[config.mk]
export PLATFORM = sky130hd
export DESIGN_NAME = spi_flash_ctrl_flat
export DESIGN_NICKNAME = d
export VERILOG_FILES = /design/src/rtl/spi_flash_ctrl_pkg.sv /design/src/rtl/spi_flash_ctrl_if.sv /design/src/rtl/spi_flash_ctrl_byte_engine.sv /design/src/rtl/spi_flash_ctrl.sv /design/src/flat_wrapper.sv
export SDC_FILE = /design/constraint.sdc
export NUM_CORES = 1
export LEC_CHECK = 0
export CAP_MARGIN = 0
export CORE_MARGIN = 2
export CORE_UTILIZATION = 59
export CTS_BUF_LIST = sky130_fd_sc_hd__clkbuf_4 sky130_fd_sc_hd__clkbuf_8
export DETAILED_ROUTE_END_ITERATION = 16
export DONT_BUFFER_PORTS = 1
export PLACE_DENSITY = 0.87
export SLEW_MARGIN = 5
export SYNTH_ARGS = -nofsm -noshare
export SYNTH_HDL_FRONTEND = slang
export SYNTH_HIERARCHICAL = 1
export SYNTH_SLANG_ARGS = --single-unit
[constraint.sdc]
create_clock -name clk_48 -period 2 [get_ports clk_48]
set_input_delay 0.4 -clock clk_48 [delete_from_list [all_inputs] [get_ports clk_48]]
set_output_delay 0.4 -clock clk_48 [all_outputs]
set_load 0.02 [all_outputs]
[src/rtl/spi_flash_ctrl_pkg.sv]
// spi_flash_pkg: shared constants for spi_flash_ctrl.
// Holds the register byte offsets, the STAT bit positions, the FSM state
// enum and the SCK divider width. No ports.
package spi_flash_pkg;
    localparam int DIV_W = 8;
    localparam logic [3:0] OFF_CTRL = 4'h0;
    localparam logic [3:0] OFF_DATA = 4'h4;
    localparam logic [3:0] OFF_DIV  = 4'h8;
    localparam int ST_CS_HOLD     = 0;
    localparam int ST_BUSY        = 1;
    localparam int ST_JTAG_OWNER  = 2;
    localparam int ST_DROPPED     = 3;
    localparam int ST_JTAG_DENIED = 4;
    typedef enum logic [1:0] {IDLE, SHIFT_LO, SHIFT_HI, JTAG} state_t;
endpackage

[src/rtl/spi_flash_ctrl_if.sv]
// spi_flash_ctrl_if: CPU IO bus between the CPU (master) and spi_flash_ctrl (slave).
// Ports: addr_strobe/read_strobe/write_strobe start a transaction, addr is the
// byte offset, write_data the store data; read_data/ready come back one cycle later.
interface spi_flash_ctrl_if;
    logic        addr_strobe;
    logic        read_strobe;
    logic        write_strobe;
    logic [3:0]  addr;
    logic [31:0] write_data;
    logic [31:0] read_data;
    logic        ready;
    modport master (output addr_strobe, read_strobe, write_strobe, addr, write_data,
                    input read_data, ready);
    modport slave (input addr_strobe, read_strobe, write_strobe, addr, write_data,
                   output read_data, ready);
endinterface

[src/rtl/spi_flash_ctrl_byte_engine.sv]
// spi_byte_engine: one mode-0, MSB-first SPI byte with a programmable half-period.
// Ports: clk_48/rst clock and async reset; start loads tx and begins; div sets the
// half-period to div+1 cycles; rx is the last committed byte; tick marks each
// half-period boundary; done pulses on the 8th falling edge; sck/mosi/miso are the pins.
module spi_byte_engine
    import spi_flash_pkg::*;
(
    input  logic             clk_48,
    input  logic             rst,
    input  logic             start,
    input  logic [7:0]       tx,
    input  logic [DIV_W-1:0] div,
    input  logic             miso,
    output logic [7:0]       rx,
    output logic             done,
    output logic             tick,
    output logic             sck,
    output logic             mosi
);
    logic             run;
    logic [DIV_W-1:0] cnt;
    logic [DIV_W-1:0] div_q;
    logic [2:0]       bits;
    logic [7:0]       tx_sr;
    logic [7:0]       rx_sr;
    assign tick = run && cnt == div_q;
    assign done = tick && sck && bits == 3'd7;
    assign mosi = tx_sr[7];
    // div is re-latched at every half-period boundary so a mid-transfer
    // change never stretches or truncates the half-period in progress
    always_ff @(posedge clk_48 or posedge rst)
        if (rst) begin
            run   <= 1'b0;
            cnt   <= '0;
            div_q <= '0;
            bits  <= '0;
            tx_sr <= '0;
            rx_sr <= '0;
            rx    <= '0;
            sck   <= 1'b0;
        end else if (start) begin
            run   <= 1'b1;
            cnt   <= '0;
            div_q <= div;
            bits  <= '0;
            tx_sr <= tx;
            sck   <= 1'b0;
        end else if (tick) begin
            cnt   <= '0;
            div_q <= div;
            sck   <= !sck;
            if (!sck)
                rx_sr <= {rx_sr[6:0], miso};
            else begin
                bits  <= bits + 3'd1;
                tx_sr <= {tx_sr[6:0], 1'b0};
            end
            if (done) begin
                run <= 1'b0;
                rx  <= rx_sr;
            end
        end else if (run)
            cnt <= cnt + 1'b1;
endmodule

[src/rtl/spi_flash_ctrl.sv]
// spi_flash_ctrl: CPU SPI master for the configuration flash, shared with a JTAG SPI bridge.
// Ports: clk_48/rst clock and async reset; io CPU IO bus (slave); jtag_* from/to the
// JTAG bridge; flash_cs/flash_clk/flash_si/flash_so flash pins.
// Build option: define SPI_FLASH_CTRL_JTAG_EN to enable JTAG arbitration; otherwise
// the JTAG inputs are ignored, jtag_miso is 1 and STAT bits 2 and 4 read 0.
module spi_flash_ctrl
    import spi_flash_pkg::*;
#(
    parameter logic [DIV_W-1:0] DIV_RESET = 1
) (
    input  logic             clk_48,
    input  logic             rst,
    spi_flash_ctrl_if.slave  io,
    input  logic             jtag_clk,
    input  logic             jtag_cs_n,
    input  logic             jtag_mosi,
    output logic             jtag_miso,
    output logic             flash_cs,
    output logic             flash_clk,
    output logic             flash_si,
    input  logic             flash_so
);
    state_t           state;
    state_t           state_n;
    logic             cs_hold;
    logic             dropped;
    logic             denied;
    logic [DIV_W-1:0] div;
    logic             jcs_s;
    logic             busy;
    logic             owner;
    logic             wr;
    logic             rd;
    logic             wr_ctrl;
    logic             wr_data;
    logic             wr_div;
    logic             start;
    logic             drop;
    logic             deny;
    logic             tick;
    logic             done;
    logic             sck;
    logic             mosi;
    logic [7:0]       rx;
    logic [31:0]      stat;
    logic [31:0]      rdata;
    logic             unused;
    assign unused  = ^{io.addr[1:0], io.write_data[31:DIV_W]};
    assign wr      = io.addr_strobe && io.write_strobe;
    assign rd      = io.addr_strobe && io.read_strobe;
    assign wr_ctrl = wr && io.addr[3:2] == OFF_CTRL[3:2];
    assign wr_data = wr && io.addr[3:2] == OFF_DATA[3:2];
    assign wr_div  = wr && io.addr[3:2] == OFF_DIV[3:2];
    // a DATA write in IDLE always wins, even against a JTAG request in the same cycle
    assign start   = wr_data && state == IDLE;
    assign drop    = (wr_data && state != IDLE) || (wr_ctrl && owner);
    assign deny    = !jcs_s && (cs_hold || busy);
`ifdef SPI_FLASH_CTRL_JTAG_EN
    logic jcs_m;
    always_ff @(posedge clk_48 or posedge rst)
        if (rst)
            {jcs_s, jcs_m} <= 2'b11;
        else
            {jcs_s, jcs_m} <= {jcs_m, jtag_cs_n};
`else
    // a permanently idle JTAG request makes the JTAG state unreachable
    assign jcs_s = 1'b1;
`endif
    spi_byte_engine u_engine (
        .clk_48 (clk_48),
        .rst    (rst),
        .start  (start),
        .tx     (io.write_data[7:0]),
        .div    (div),
        .miso   (flash_so),
        .rx     (rx),
        .done   (done),
        .tick   (tick),
        .sck    (sck),
        .mosi   (mosi)
    );
    always_ff @(posedge clk_48 or posedge rst)
        if (rst)
            state <= IDLE;
        else
            state <= state_n;
    always_comb begin
        state_n = state == IDLE     ? (start ? SHIFT_LO : (!jcs_s && !cs_hold) ? JTAG : IDLE) :
                  state == SHIFT_LO ? (tick ? SHIFT_HI : SHIFT_LO) :
                  state == SHIFT_HI ? (done ? IDLE : tick ? SHIFT_LO : SHIFT_HI) :
                                      (jcs_s ? IDLE : JTAG);
    end
    // JTAG ownership routes the raw bridge pins straight through
    always_comb begin
        busy      = state == SHIFT_LO || state == SHIFT_HI;
        owner     = state == JTAG;
        flash_cs  = owner ? jtag_cs_n : !cs_hold;
        flash_clk = owner ? jtag_clk : sck;
        flash_si  = owner ? jtag_mosi : mosi;
        jtag_miso = owner ? flash_so : 1'b1;
    end
    always_comb begin
        stat                 = '0;
        stat[ST_CS_HOLD]     = cs_hold;
        stat[ST_BUSY]        = busy;
        stat[ST_JTAG_OWNER]  = owner;
        stat[ST_DROPPED]     = dropped;
        stat[ST_JTAG_DENIED] = denied;
        rdata = io.addr[3:2] == OFF_CTRL[3:2] ? stat :
                io.addr[3:2] == OFF_DATA[3:2] ? {24'h0, rx} :
                io.addr[3:2] == OFF_DIV[3:2]  ? {{(32-DIV_W){1'b0}}, div} : '0;
    end
    // sticky bits: a CTRL write clears them, a new event in the same cycle still sets them
    always_ff @(posedge clk_48 or posedge rst)
        if (rst) begin
            cs_hold      <= 1'b0;
            dropped      <= 1'b0;
            denied       <= 1'b0;
            div          <= DIV_RESET;
            io.ready     <= 1'b0;
            io.read_data <= '0;
        end else begin
            io.ready     <= io.addr_strobe;
            io.read_data <= rd ? rdata : '0;
            if (wr_ctrl && !owner)
                cs_hold <= io.write_data[0];
            if (wr_div)
                div <= io.write_data[DIV_W-1:0];
            dropped <= (dropped && !wr_ctrl) || drop;
            denied  <= (denied && !wr_ctrl) || deny;
        end
endmodule

[src/flat_wrapper.sv]
// flat-port wrapper written by rule: the top's interface ports become plain ports
module spi_flash_ctrl_flat import spi_flash_pkg::*;
#(
    parameter logic [DIV_W-1:0] DIV_RESET = 1
)
  (clk_48, rst, jtag_clk, jtag_cs_n, jtag_mosi, jtag_miso, flash_cs, flash_clk, flash_si, flash_so, io_addr_strobe, io_read_strobe, io_write_strobe, io_addr, io_write_data, io_read_data, io_ready);
  spi_flash_ctrl_if io_i ();
  input  logic clk_48;
  input  logic rst;
  input  logic jtag_clk;
  input  logic jtag_cs_n;
  input  logic jtag_mosi;
  output logic jtag_miso;
  output logic flash_cs;
  output logic flash_clk;
  output logic flash_si;
  input  logic flash_so;
  input wire logic [$bits(io_i.addr_strobe)-1:0] io_addr_strobe;
  input wire logic [$bits(io_i.read_strobe)-1:0] io_read_strobe;
  input wire logic [$bits(io_i.write_strobe)-1:0] io_write_strobe;
  input wire logic [$bits(io_i.addr)-1:0] io_addr;
  input wire logic [$bits(io_i.write_data)-1:0] io_write_data;
  output wire logic [$bits(io_i.read_data)-1:0] io_read_data;
  output wire logic [$bits(io_i.ready)-1:0] io_ready;
  assign io_i.addr_strobe = io_addr_strobe;
  assign io_i.read_strobe = io_read_strobe;
  assign io_i.write_strobe = io_write_strobe;
  assign io_i.addr = io_addr;
  assign io_i.write_data = io_write_data;
  assign io_read_data = io_i.read_data;
  assign io_ready = io_i.ready;
  spi_flash_ctrl #(.DIV_RESET(DIV_RESET)) u_core (.clk_48(clk_48), .rst(rst), .io(io_i), .jtag_clk(jtag_clk), .jtag_cs_n(jtag_cs_n), .jtag_mosi(jtag_mosi), .jtag_miso(jtag_miso), .flash_cs(flash_cs), .flash_clk(flash_clk), .flash_si(flash_si), .flash_so(flash_so));
endmodule
==> summary.md <==
| Metric | Value |
|---|---|
| PD cells | ~1200 mW/mm² |
| Crit. Startpoint | u_core/u_engine/div_q[5] |
| Int Pwr | about 2.9 mW |
| Via count | about 2,000 |
| I/O pins | 82 |
| Slew headroom | 0.6140 |
| Total Routed Length | roughly 6700 µm |
| Crit-path slowest cell | dfrtp_1 |
| Die ar. | between 0.006 and 0.007 mm² |
| Final min period | approximately 2 ns |
| Final worst slack | -0.03011 ns |
| Syn avg cell area | roughly 12 µm² |
| RR Startpoint | u_core/u_engine/div_q[5] |
| Placed cell areas | about 0.0034 mm² |
| Top FF cell, synth | dfrtp_1 |
| Slew Limit Fails | 0 |
| End-of-flow core utilization | 0.6770 |
| Drt drc | 0 |
| Final Wtd Congestion | slightly below 0.8 |
| Clock slew at reported path FFs | approximately 0.070 ns |
| Startpoint Class | flop |
| Failing checks | negative setup slack |
| Final Hold Vio Count | 0 |
| Clock Power Share | 0.238 |
| Placed cell count | between 300 and 400 |
| GR Util met2 | 0.3822 |
| FFs w/ async S/R, synth | 1.000 |
| CTS sink cnt | between 60 and 70 |
| Critical path type | flop to flop |
| Total Power | 4.388 mW |
| Detailed Route Iter0 Violations | about 140 |
| H-tree depth | 3 |
| Clk_skew | 0.003445 ns |
| Deepest clock path buffer count | 2 |
| Sw frac | 0.3360 |
| Seq/Total Area, Yosys | 0.5043 |
| CTS tree | built |
| Initial antenna violation count | 0 |
| Fillers | ~370 |
| Area delta synth->final | 11.36% |
| CP endpoint kind | flop |
| Post-Layout Cell Count | roughly 370 |
| DIE HEIGHT | 79.09 µm |
| Commonest cells after routing, fill and taps aside | dfrtp_1, conb_1, nand2_1 |
| CP Max Fanout | 8 |
| Max stage delay on crit path | 0.40 ns |
| IO Port Bufs | 0 |
| Global-route wire length before repair | 10,840 µm |
| Die Span X | ~80 µm |
| Maximum clock rate | around 490 MHz |
| Seq pwr share | 0.461 |
| Largest net degree at the start of global routing | 46 |
| Flops & latches, synth | 67 |
| Core area | around 0.0055 mm² |
| CTS root buf | clkbuf_8 |
| Slew @ Worst Pin | 0.5790 ns |
| Min-delay worst type | input port to asynchronous set/reset pin |
| Period utilization | 1.015 |
| Met3 Usage GRT | 0.06591 |
| Antenna cells | 0 |
| Maxcap violations | 0 |
| Crit path buffers/inverters | 1 |
| Net Sw Power | roughly 1.5 mW |
| Synth unique cells | about 40 |
| Row cnt | 27 |
| CP top delay family | simple AND/OR/NAND/NOR gates |
| Synthesized area | between 0.003 and 0.004 mm² |
| Design area | 0.003705 mm² |
| Clock Latency Late Sink | about 0.35 ns |
| GRT busiest layer | met2 |
| Post-DR vias/cell | ~5.5 |
| RSZ-0062 raised after global routing | true |
| Synth warn | 6 |
| Combinational share of power | 0.301 |
| Post-DP HPWL | ~4500 µm |
| Commonest non-fill, non-tap cell in the layout | dfrtp_1 |
| Leak | 1.839 nW |
| Vias in the first global route | about 2,100 |
| Grt ovf | 0 |
| R2r setup slk | -0.03 ns |
| CTS buffer count | 9 |
| DRT antenna net count | 0 |
| CP required | approximately 2.2 ns |
| Outcome | finished, violations left |
| First-pass DRT Iterations | 4 |
| Share of cells above drive strength 1 | 0.2914 |
| WL/cell | ~18 µm |
| Cells after Synth | approximately 280 |
| Post-synth EDFFs | 0 |
| # nets final | 350 |
| Grt met1 use | 0.3009 |
| VDD IR-drop max | just under 1000 µV |
| Critical path cell sequence | xor2_1 -> nor4_4 -> nand3_4 -> or3_4 -> buf_12 -> mux2_4 |
| Critical Path AT | around 2.3 ns |
| Endpoints failing setup | 10 |
| Initial Utilization | 0.6079 |
| Total GRT Usage | 0.2392 |
==> what timing repair did <==
action,in CTS,in global routing
endpoints found under the setup margin,8,27
pin swaps,4,3
hold buffers,1,0
hold endpoints to repair,21,0
buffers inserted,1,1
gates resized for setup,9,5
==> logic make-up (layout without fill, tap and decap cells) <==
group / count (synthesis) / count (layout) / share of synthesized area
other cells: 1 / 24 / 0.001127
fa+ha+maj: 7 / 7 / 0.02632
mux: 47 / 47 / 0.1647
buf+inv: 39 / 42 / 0.07785
xor+xnor: 17 / 17 / 0.04476
simple gates: 80 / 80 / 0.1455
compound gates: 18 / 18 / 0.03535
flops: 67 / 67 / 0.5043
==> sequential cells by signal (all words and copies together), names as in the netlist, 2 cells and up <==
name and flops:
u_core/u_engine/tx_sr 8, u_core/u_engine/rx 8, u_core/u_engine/rx_sr 8, u_core/div 8, u_core/u_engine/bits 3, u_core/u_engine/div_q 8
u_core/io.read_data 8, u_core/state 2, u_core/u_engine/cnt 8
==> through the flow <==
stage	setup WS, ns	hold WS, ns	setup TNS, ns
2_1_floorplan	0.01241	0.3885	0
3_3_place_gp	-0.02856	0.3402	-0.2247
3_5_place_dp	-0.08898	0.3472	-0.6431
4_1_cts	-0.04184	0.06483	-0.3343
5_1_grt	-0.06318	0.05677	-0.7903
6_report	-0.03011	0.07440	-0.1844
==> final timing paths <==
check / to / depth (start not counted)
worst min register to register: u_core/denied / 1
worst max-delay path: u_core/u_engine/rx[5] / 6
max in group asynchronous: u_core/div[0] / 3
worst max register to register: u_core/u_engine/rx[5] / 6
min in group clk_48: u_core/io.ready / 0
worst min-delay path: u_core/u_engine/rx[0] / 2
==> per-layer routing <==
layer  routed length [µm]  vias to the layer above  share of wire
met5                    0                        -              0
li1                     -                      924              -
met3                  388                       16          0.058
met2                 3311                       71           0.49
met4                  193                        0          0.029
met1                 2831                     1033           0.42
==> synth_stat cells (all sizes together) (4+ instances only) <==
library cell,number,area (µm²)
dfrtp,66,1652
mux2,35,427.9
buf,30,225.2
nand2,21,78.83
nor2,20,75.07
xor2,15,131.4
mux2i,12,120.1
nor2b,12,90.09
a21oi,7,35.03
ha,7,87.58
inv,6,22.52
or2,5,31.28
nand4,4,25.02
==> layout make-up <==
cell class              count  area [µm²]  share of cell area
clock buffers              13       172.7             0.04661
clock inverters             2       10.01            0.002702
inverters                   6       22.52            0.006079
multi-input cells         193        1526              0.4120
flip-flops and latches     67        1678              0.4529
well taps                  72       90.09             0.02432
repair buffers             21       205.2             0.05539
==> power by group through the flow <==
stage               logic (mW)  registers (mW)  clock network (mW)
global route              1.45            2.06                1.13
global placement          1.16            2.00                   0
finish                    1.32            2.02                1.05
floorplan                 1.03            1.94                   0
CTS                       1.29            2.01                1.07
detailed placement        1.22            2.03                   0
==> worst reg2reg max path: cells and delay by family (launching register included) <==
| kind | cells | cell delay, ns |
|---|---|---|
| flops | 1 | 0.40 |
| xor+xnor | 1 | 0.19 |
| mux | 1 | 0.30 |
| buf+inv | 1 | 0.16 |
| simple gates | 3 | 0.85 |
Power figures use the tool's default switching activity.
